**config.mk**
```make
export PLATFORM = sky130hd
export DESIGN_NAME = pipe_stage_regs
export DESIGN_NICKNAME = d
export VERILOG_FILES = /design/src/rtl/pipe_stage_regs.sv
export SDC_FILE = /design/constraint.sdc
export NUM_CORES = 1
export LEC_CHECK = 0
export ABC_AREA = 1
export CORE_AREA = 4 4 462 464
export CTS_CLUSTER_DIAMETER = 40
export DETAILED_ROUTE_END_ITERATION = 8
export DIE_AREA = 0 0 466 468
export GPL_ROUTABILITY_DRIVEN = 1
export PLACE_DENSITY = 0.3
export SLEW_MARGIN = 20
export SYNTH_ARGS = -nofsm -noshare
export SYNTH_HDL_FRONTEND = slang
export SYNTH_SLANG_ARGS = --single-unit
```
**constraint.sdc**
```tcl
create_clock -name clk -period 0.8 [get_ports clk]
set_input_delay 0.16 -clock clk [delete_from_list [all_inputs] [get_ports clk]]
set_output_delay 0.16 -clock clk [all_outputs]
set_load 0.05 [all_outputs]
```
**src/rtl/pipe_stage_regs.sv**
```systemverilog
// IF/ID, ID/EX and EX/MEM pipeline banks: 1-cycle latency, every output registered.
// No handshake; per-bank enable holds (stall) and flush clears (bubble), flush wins.
module pipe_stage_regs #(
  parameter int DW = 64,
  parameter int IW = 32,
  parameter int RW = 5
) (
  input  logic          clk,
  input  logic          reset,
  input  logic [2:0]    en,
  input  logic [2:0]    flush,
  input  logic [DW-1:0] ifid_pc_d,
  input  logic [IW-1:0] ifid_inst_d,
  output logic [DW-1:0] ifid_pc_q,
  output logic [IW-1:0] ifid_inst_q,
  input  logic [DW-1:0] idex_rda_d,
  input  logic [DW-1:0] idex_rdb_d,
  input  logic [RW-1:0] idex_rd_d,
  input  logic [RW-1:0] idex_rn_d,
  input  logic [RW-1:0] idex_rm_d,
  input  logic [DW-1:0] idex_pc_d,
  input  logic [DW-1:0] idex_imm_d,
  input  logic [11:0]   idex_ctrl_d,
  output logic [DW-1:0] idex_rda_q,
  output logic [DW-1:0] idex_rdb_q,
  output logic [RW-1:0] idex_rd_q,
  output logic [RW-1:0] idex_rn_q,
  output logic [RW-1:0] idex_rm_q,
  output logic [DW-1:0] idex_pc_q,
  output logic [DW-1:0] idex_imm_q,
  output logic [11:0]   idex_ctrl_q,
  input  logic [DW-1:0] exmem_alu_d,
  input  logic [DW-1:0] exmem_sdata_d,
  input  logic [RW-1:0] exmem_rd_d,
  input  logic [2:0]    exmem_flags_d,
  input  logic [DW-1:0] exmem_target_d,
  input  logic [6:0]    exmem_ctrl_d,
  output logic [DW-1:0] exmem_alu_q,
  output logic [DW-1:0] exmem_sdata_q,
  output logic [RW-1:0] exmem_rd_q,
  output logic [2:0]    exmem_flags_q,
  output logic [DW-1:0] exmem_target_q,
  output logic [6:0]    exmem_ctrl_q
);

  typedef struct packed {
    logic [DW-1:0] pc;
    logic [IW-1:0] inst;
  } ifid_t;

  typedef struct packed {
    logic [DW-1:0] rda;
    logic [DW-1:0] rdb;
    logic [RW-1:0] rd;
    logic [RW-1:0] rn;
    logic [RW-1:0] rm;
    logic [DW-1:0] pc;
    logic [DW-1:0] imm;
    logic [11:0]   ctrl;
  } idex_t;

  typedef struct packed {
    logic [DW-1:0] alu;
    logic [DW-1:0] sdata;
    logic [RW-1:0] rd;
    logic [2:0]    flags;
    logic [DW-1:0] target;
    logic [6:0]    ctrl;
  } exmem_t;

  ifid_t  ifid_d,  ifid_q;
  idex_t  idex_d,  idex_q;
  exmem_t exmem_d, exmem_q;

  // A cleared bank is a bubble: inst 0 and all control bits low.
  always_comb begin
    ifid_d = ifid_q;
    if (flush[2])   ifid_d = '0;
    else if (en[2]) ifid_d = '{pc: ifid_pc_d, inst: ifid_inst_d};
  end

  always_comb begin
    idex_d = idex_q;
    if (flush[1])   idex_d = '0;
    else if (en[1]) idex_d = '{rda: idex_rda_d, rdb: idex_rdb_d, rd: idex_rd_d,
                               rn: idex_rn_d, rm: idex_rm_d, pc: idex_pc_d,
                               imm: idex_imm_d, ctrl: idex_ctrl_d};
  end

  always_comb begin
    exmem_d = exmem_q;
    if (flush[0])   exmem_d = '0;
    else if (en[0]) exmem_d = '{alu: exmem_alu_d, sdata: exmem_sdata_d, rd: exmem_rd_d,
                                flags: exmem_flags_d, target: exmem_target_d,
                                ctrl: exmem_ctrl_d};
  end

  always_ff @(posedge clk or negedge reset) begin
    if (!reset) begin
      ifid_q  <= '0;
      idex_q  <= '0;
      exmem_q <= '0;
    end else begin
      ifid_q  <= ifid_d;
      idex_q  <= idex_d;
      exmem_q <= exmem_d;
    end
  end

  assign ifid_pc_q      = ifid_q.pc;
  assign ifid_inst_q    = ifid_q.inst;
  assign idex_rda_q     = idex_q.rda;
  assign idex_rdb_q     = idex_q.rdb;
  assign idex_rd_q      = idex_q.rd;
  assign idex_rn_q      = idex_q.rn;
  assign idex_rm_q      = idex_q.rm;
  assign idex_pc_q      = idex_q.pc;
  assign idex_imm_q     = idex_q.imm;
  assign idex_ctrl_q    = idex_q.ctrl;
  assign exmem_alu_q    = exmem_q.alu;
  assign exmem_sdata_q  = exmem_q.sdata;
  assign exmem_rd_q     = exmem_q.rd;
  assign exmem_flags_q  = exmem_q.flags;
  assign exmem_target_q = exmem_q.target;
  assign exmem_ctrl_q   = exmem_q.ctrl;

endmodule

```
* After elaboration in Yosys (flattened, before gate mapping)
Cells that the tools add are included.
** Word-level totals
- Register bits after elaboration :: 586
- Bits in latches :: 0
- Memory bits (writable) :: 0
- Memory bits (read-only) :: 0
- Word-level logic and storage cells :: 25
- Memories kept :: 0
** Operators by class
- $add $sub $neg :: 0
- $mul :: 0
- Divide/modulo/power cells :: 0
- Order comparisons :: 0
- Equal/unequal tests :: 0
- Shift-type cells :: 0
- Muxes and demuxes :: 6
- Bitwise gates (word level) :: 0
- Reductions and logical operators :: 3
** Operators with widths (count)
- $mux W283 :: 2
- $mux W207 :: 2
- $mux W96 :: 2
- $reduce_bool A2 Y1 :: 3

* Depth between registers and ports, before layout
- Depth in word-level cells :: 2
- Depth in mapped cells :: 6
- Depth with buffers taken out :: 3

* Least setup slack after synthesis
No wires, ideal clock.
- Path type :: input -> register
- Start :: input en[2]
- End :: register ifid_q (netlist bit ifid_pc_q[17])
- Library setup time :: 65 ps
- Arrival :: 862 ps
- Setup slack :: -127 ps
- Stages :: 6
- Buffers on the path :: 3
- Cells stage by stage :: buf_2 -> nor2_4 -> buf_4 -> buf_2 -> nand2_1 -> nand2_1
** On the way
- Longest elaborated chain between the ends :: 1
** RTL lines
- from (decl) :: line 10 : input logic [2:0] en,
- $reduce_bool A2 Y1 (no source line)
- to (signal assigned) :: line 104 : ifid_q <= ifid_d;
- to (decl) :: line 71 : ifid_t ifid_d, ifid_q;
No other way between the ends.
A chain may end at the register's enable or synchronous reset.

* Worst setup path after layout
- Start :: register ifid_q (netlist bit ifid_pc_q[61])
- End :: output ifid_pc_q[61]
** RTL lines
- to (decl) :: line 14 : output logic [DW-1:0] ifid_pc_q,
No word-level cell between the ends.

==> results.ini <==
[synth]
async_flop_share_pct=100
ys_warn_count=0
yosys.cell_types.count=13
synth_top_cell_area_share_pct=63.5
yosysTopAreaCell=dfrtp_1
synth.most_common_cell=nand2_1
seq_area_frac_synth_pct=63.5
ys_ff_latch=586
synth_edf_count=0
syn_nets=3136
syn_area_mm2=0.0231
synth.top_cells.by_count=1172 x nand2_1, 586 x dfrtp_1, 586 x nand3_1, 117 x buf_2, 36 x buf_4
synth_ff_type=dfrtp_1
syn_area_per_cell_um2=9.08
postSynthCellCount=2542
yosys-top-cells-area=dfrtp_1 64%, nand2_1 19%, nand3_1 13%, buf_2 2.5%, buf_4 1.2%

[timing]
finalWorstSetupSlack_ns=-0.765
setup_viol=1159
hold_violations=0
post-route-period-util_pct=196
rsz0062_at_grt=yes
hold_ws_ns=0.0269
worst_pin_slew_ns=0.931
max_slew_margin_pct=37.7
skew_ns=0
max_freq_ghz=0.639
tns_ns=-576.94
finalMaxSlewViolations=0
period_needed_ns=1.57

[drt]
final_antenna_net_count=0
detail_route.drc_violations=0
routed_via_density=3.51
routedWlPerCell_um=23.2
drt_iter0_markers=1279
vias=26500
first_pass_iters=7
wirelength_mm=175

[global_route]
grt_first_pass_wirelength_mm=238
grt.overflow.total=0
grt_pass1_vias=28000
grt_start_max_net_pins=52
grt_usage_pct=15.5
antenna_found_initial=57

[worst_setup_path]
critPathKind=reg2out
critical_path_peak_fanout=2
critical_path_required_ns=0.64
crit_slowest_cell=dfrtp_2
crit_family=flip-flops
worstPathArrival_ns=1.41
crit_chain=buf_12
cp-start-kind=register
cp_num_buf_inv=1
endpoint_kind=primary output
cpPeakStageDelay_ns=0.47

[clock_network]
insertion_delay_ns=0.77
clock_path_buffers=3
clock_sinks=586
cts.reportedPaths.clkPinSlew_ns=0.05
htree_levels=4
numCtsBuffers=170
clockRootBuffer=clkbuf_16
cts_tree=done

[place]
portBuffers=1179
place_hpwl_mm=141
place_ws_ns=-0.928
gp_congestion=0.827

[finish]
area_delta_synth_final_pct=153
nFillCells=22000
layout.nets=5166
final_util_pct=27.9
layout-drive-gt1-share_pct=28.2

[power]
peakVddDrop_mv=1.97
p_leak_nw=26.9
p_total_mw=129
p_per_area_mw_per_mm2=2220

[floorplanning]
ios=1180
die-area_mm2=0.218
initial_core_util_pct=11.0
die_h_um=468
fp.dieW_um=466
fp-row-count=168
core_mm2=0.209

[flow_run]
drv_cap=0

[worst_hold_path]
hp-class=in2reg

[outcome]
violations=setup timing
outcome=finished with violations

cells in the final DEF (no fill, tap or decap), drive strengths merged:
cell | Yosys | layout
buf | 158 | 891
dlymetal6s4s | 0 | 5
nand3 | 586 | 586
clkinvlp | 0 | 7
clkinv | 0 | 38
dfrtp | 586 | 586
bufinv | 0 | 16
clkbuf | 34 | 256
nand2 | 1172 | 1172
dlygate4sd2 | 0 | 1
diode | 0 | 22
dlygate4sd3 | 0 | 564
clkdlybuf4s50 | 0 | 588
nor2 | 3 | 3
inv | 3 | 7
power by group:
| part | switching (mW) | total (mW) | internal [mW] |
|---|---|---|---|
| clock | 21.8 | 69.7 | 48.0 |
| sequential | 1.91 | 33.4 | 31.5 |
| combinational | 13.3 | 26.2 | 12.9 |
kinds of logic after synthesis:
family | Yosys count | synth area share [%]
buf+inv | 195 | 4.52
flops | 586 | 63.5
simple gates | 1761 | 31.9
per-layer routing:
layer  track usage (%)  share of wire [%]  vias to the layer above
li1                  -                  -                    12300
met1              18.1                 39                    12900
met2              26.2                 49                     1004
met3              5.90                8.7                      269
met4              5.08                3.1                       26
met5                 0              0.078                        -
worst min-delay path, delay by kind of cell:
family | cells | cell delay, ns
buf+inv | 3 | 0.44
simple gates | 2 | 0.14
state kept, by name, summed over array words and instances, names as in the netlist:
signal / cells
exmem_alu_q: 64
exmem_ctrl_q: 7
exmem_flags_q: 3
exmem_rd_q: 5
exmem_sdata_q: 64
exmem_target_q: 64
idex_ctrl_q: 12
idex_imm_q: 64
idex_pc_q: 64
idex_rd_q: 5
idex_rda_q: 64
idex_rdb_q: 64
idex_rm_q: 5
idex_rn_q: 5
ifid_inst_q: 32
ifid_pc_q: 64
per-stage QoR:
stage	std cells	cell area [um2]
2_1_floorplan	2542	23500
3_3_place_gp	6518	45700
3_5_place_dp	6518	45700
4_1_cts	7447	57700
5_1_grt	7534	58400
6_report	7547	58400
timing repair:
item | CTS | global route
resized for setup | 8 | 28
pin swaps | 1 | 3
hold endpoints to repair | 1167 | 226
setup endpoints to repair | 641 | 1153
setup buffers | 44 | 75
hold buffers | 565 | 6
final cells by class:
cell class / instances / area [um2] / share of cell area, %
antenna: 22 / 55.1 / 0.0943
clock buffer: 255 / 4990 / 8.54
clock inverter: 65 / 951 / 1.63
inverter: 3 / 26.3 / 0.0450
multi-input combinational: 1761 / 7400 / 12.7
sequential: 586 / 14900 / 25.4
tap: 2805 / 3510 / 6.01
timing repair buffer: 2050 / 26600 / 45.6
final timing paths:
kind / cells past startpoint / to / start / slack, ns
max reg2reg: 3 / exmem_sdata_q[2] / exmem_sdata_q[2] / 0.02
max: 1 / ifid_pc_q[61] / ifid_pc_q[61] / -0.77
min: 5 / idex_rm_q[1] / en[1] / 0.03
max in group asynchronous: 4 / exmem_target_q[22] / reset / 0.18
min reg2reg: 2 / exmem_target_q[63] / exmem_target_q[63] / 0.51
min in group asynchronous: 3 / exmem_sdata_q[14] / reset / 0.14
(Power assumes the default switching activity.)
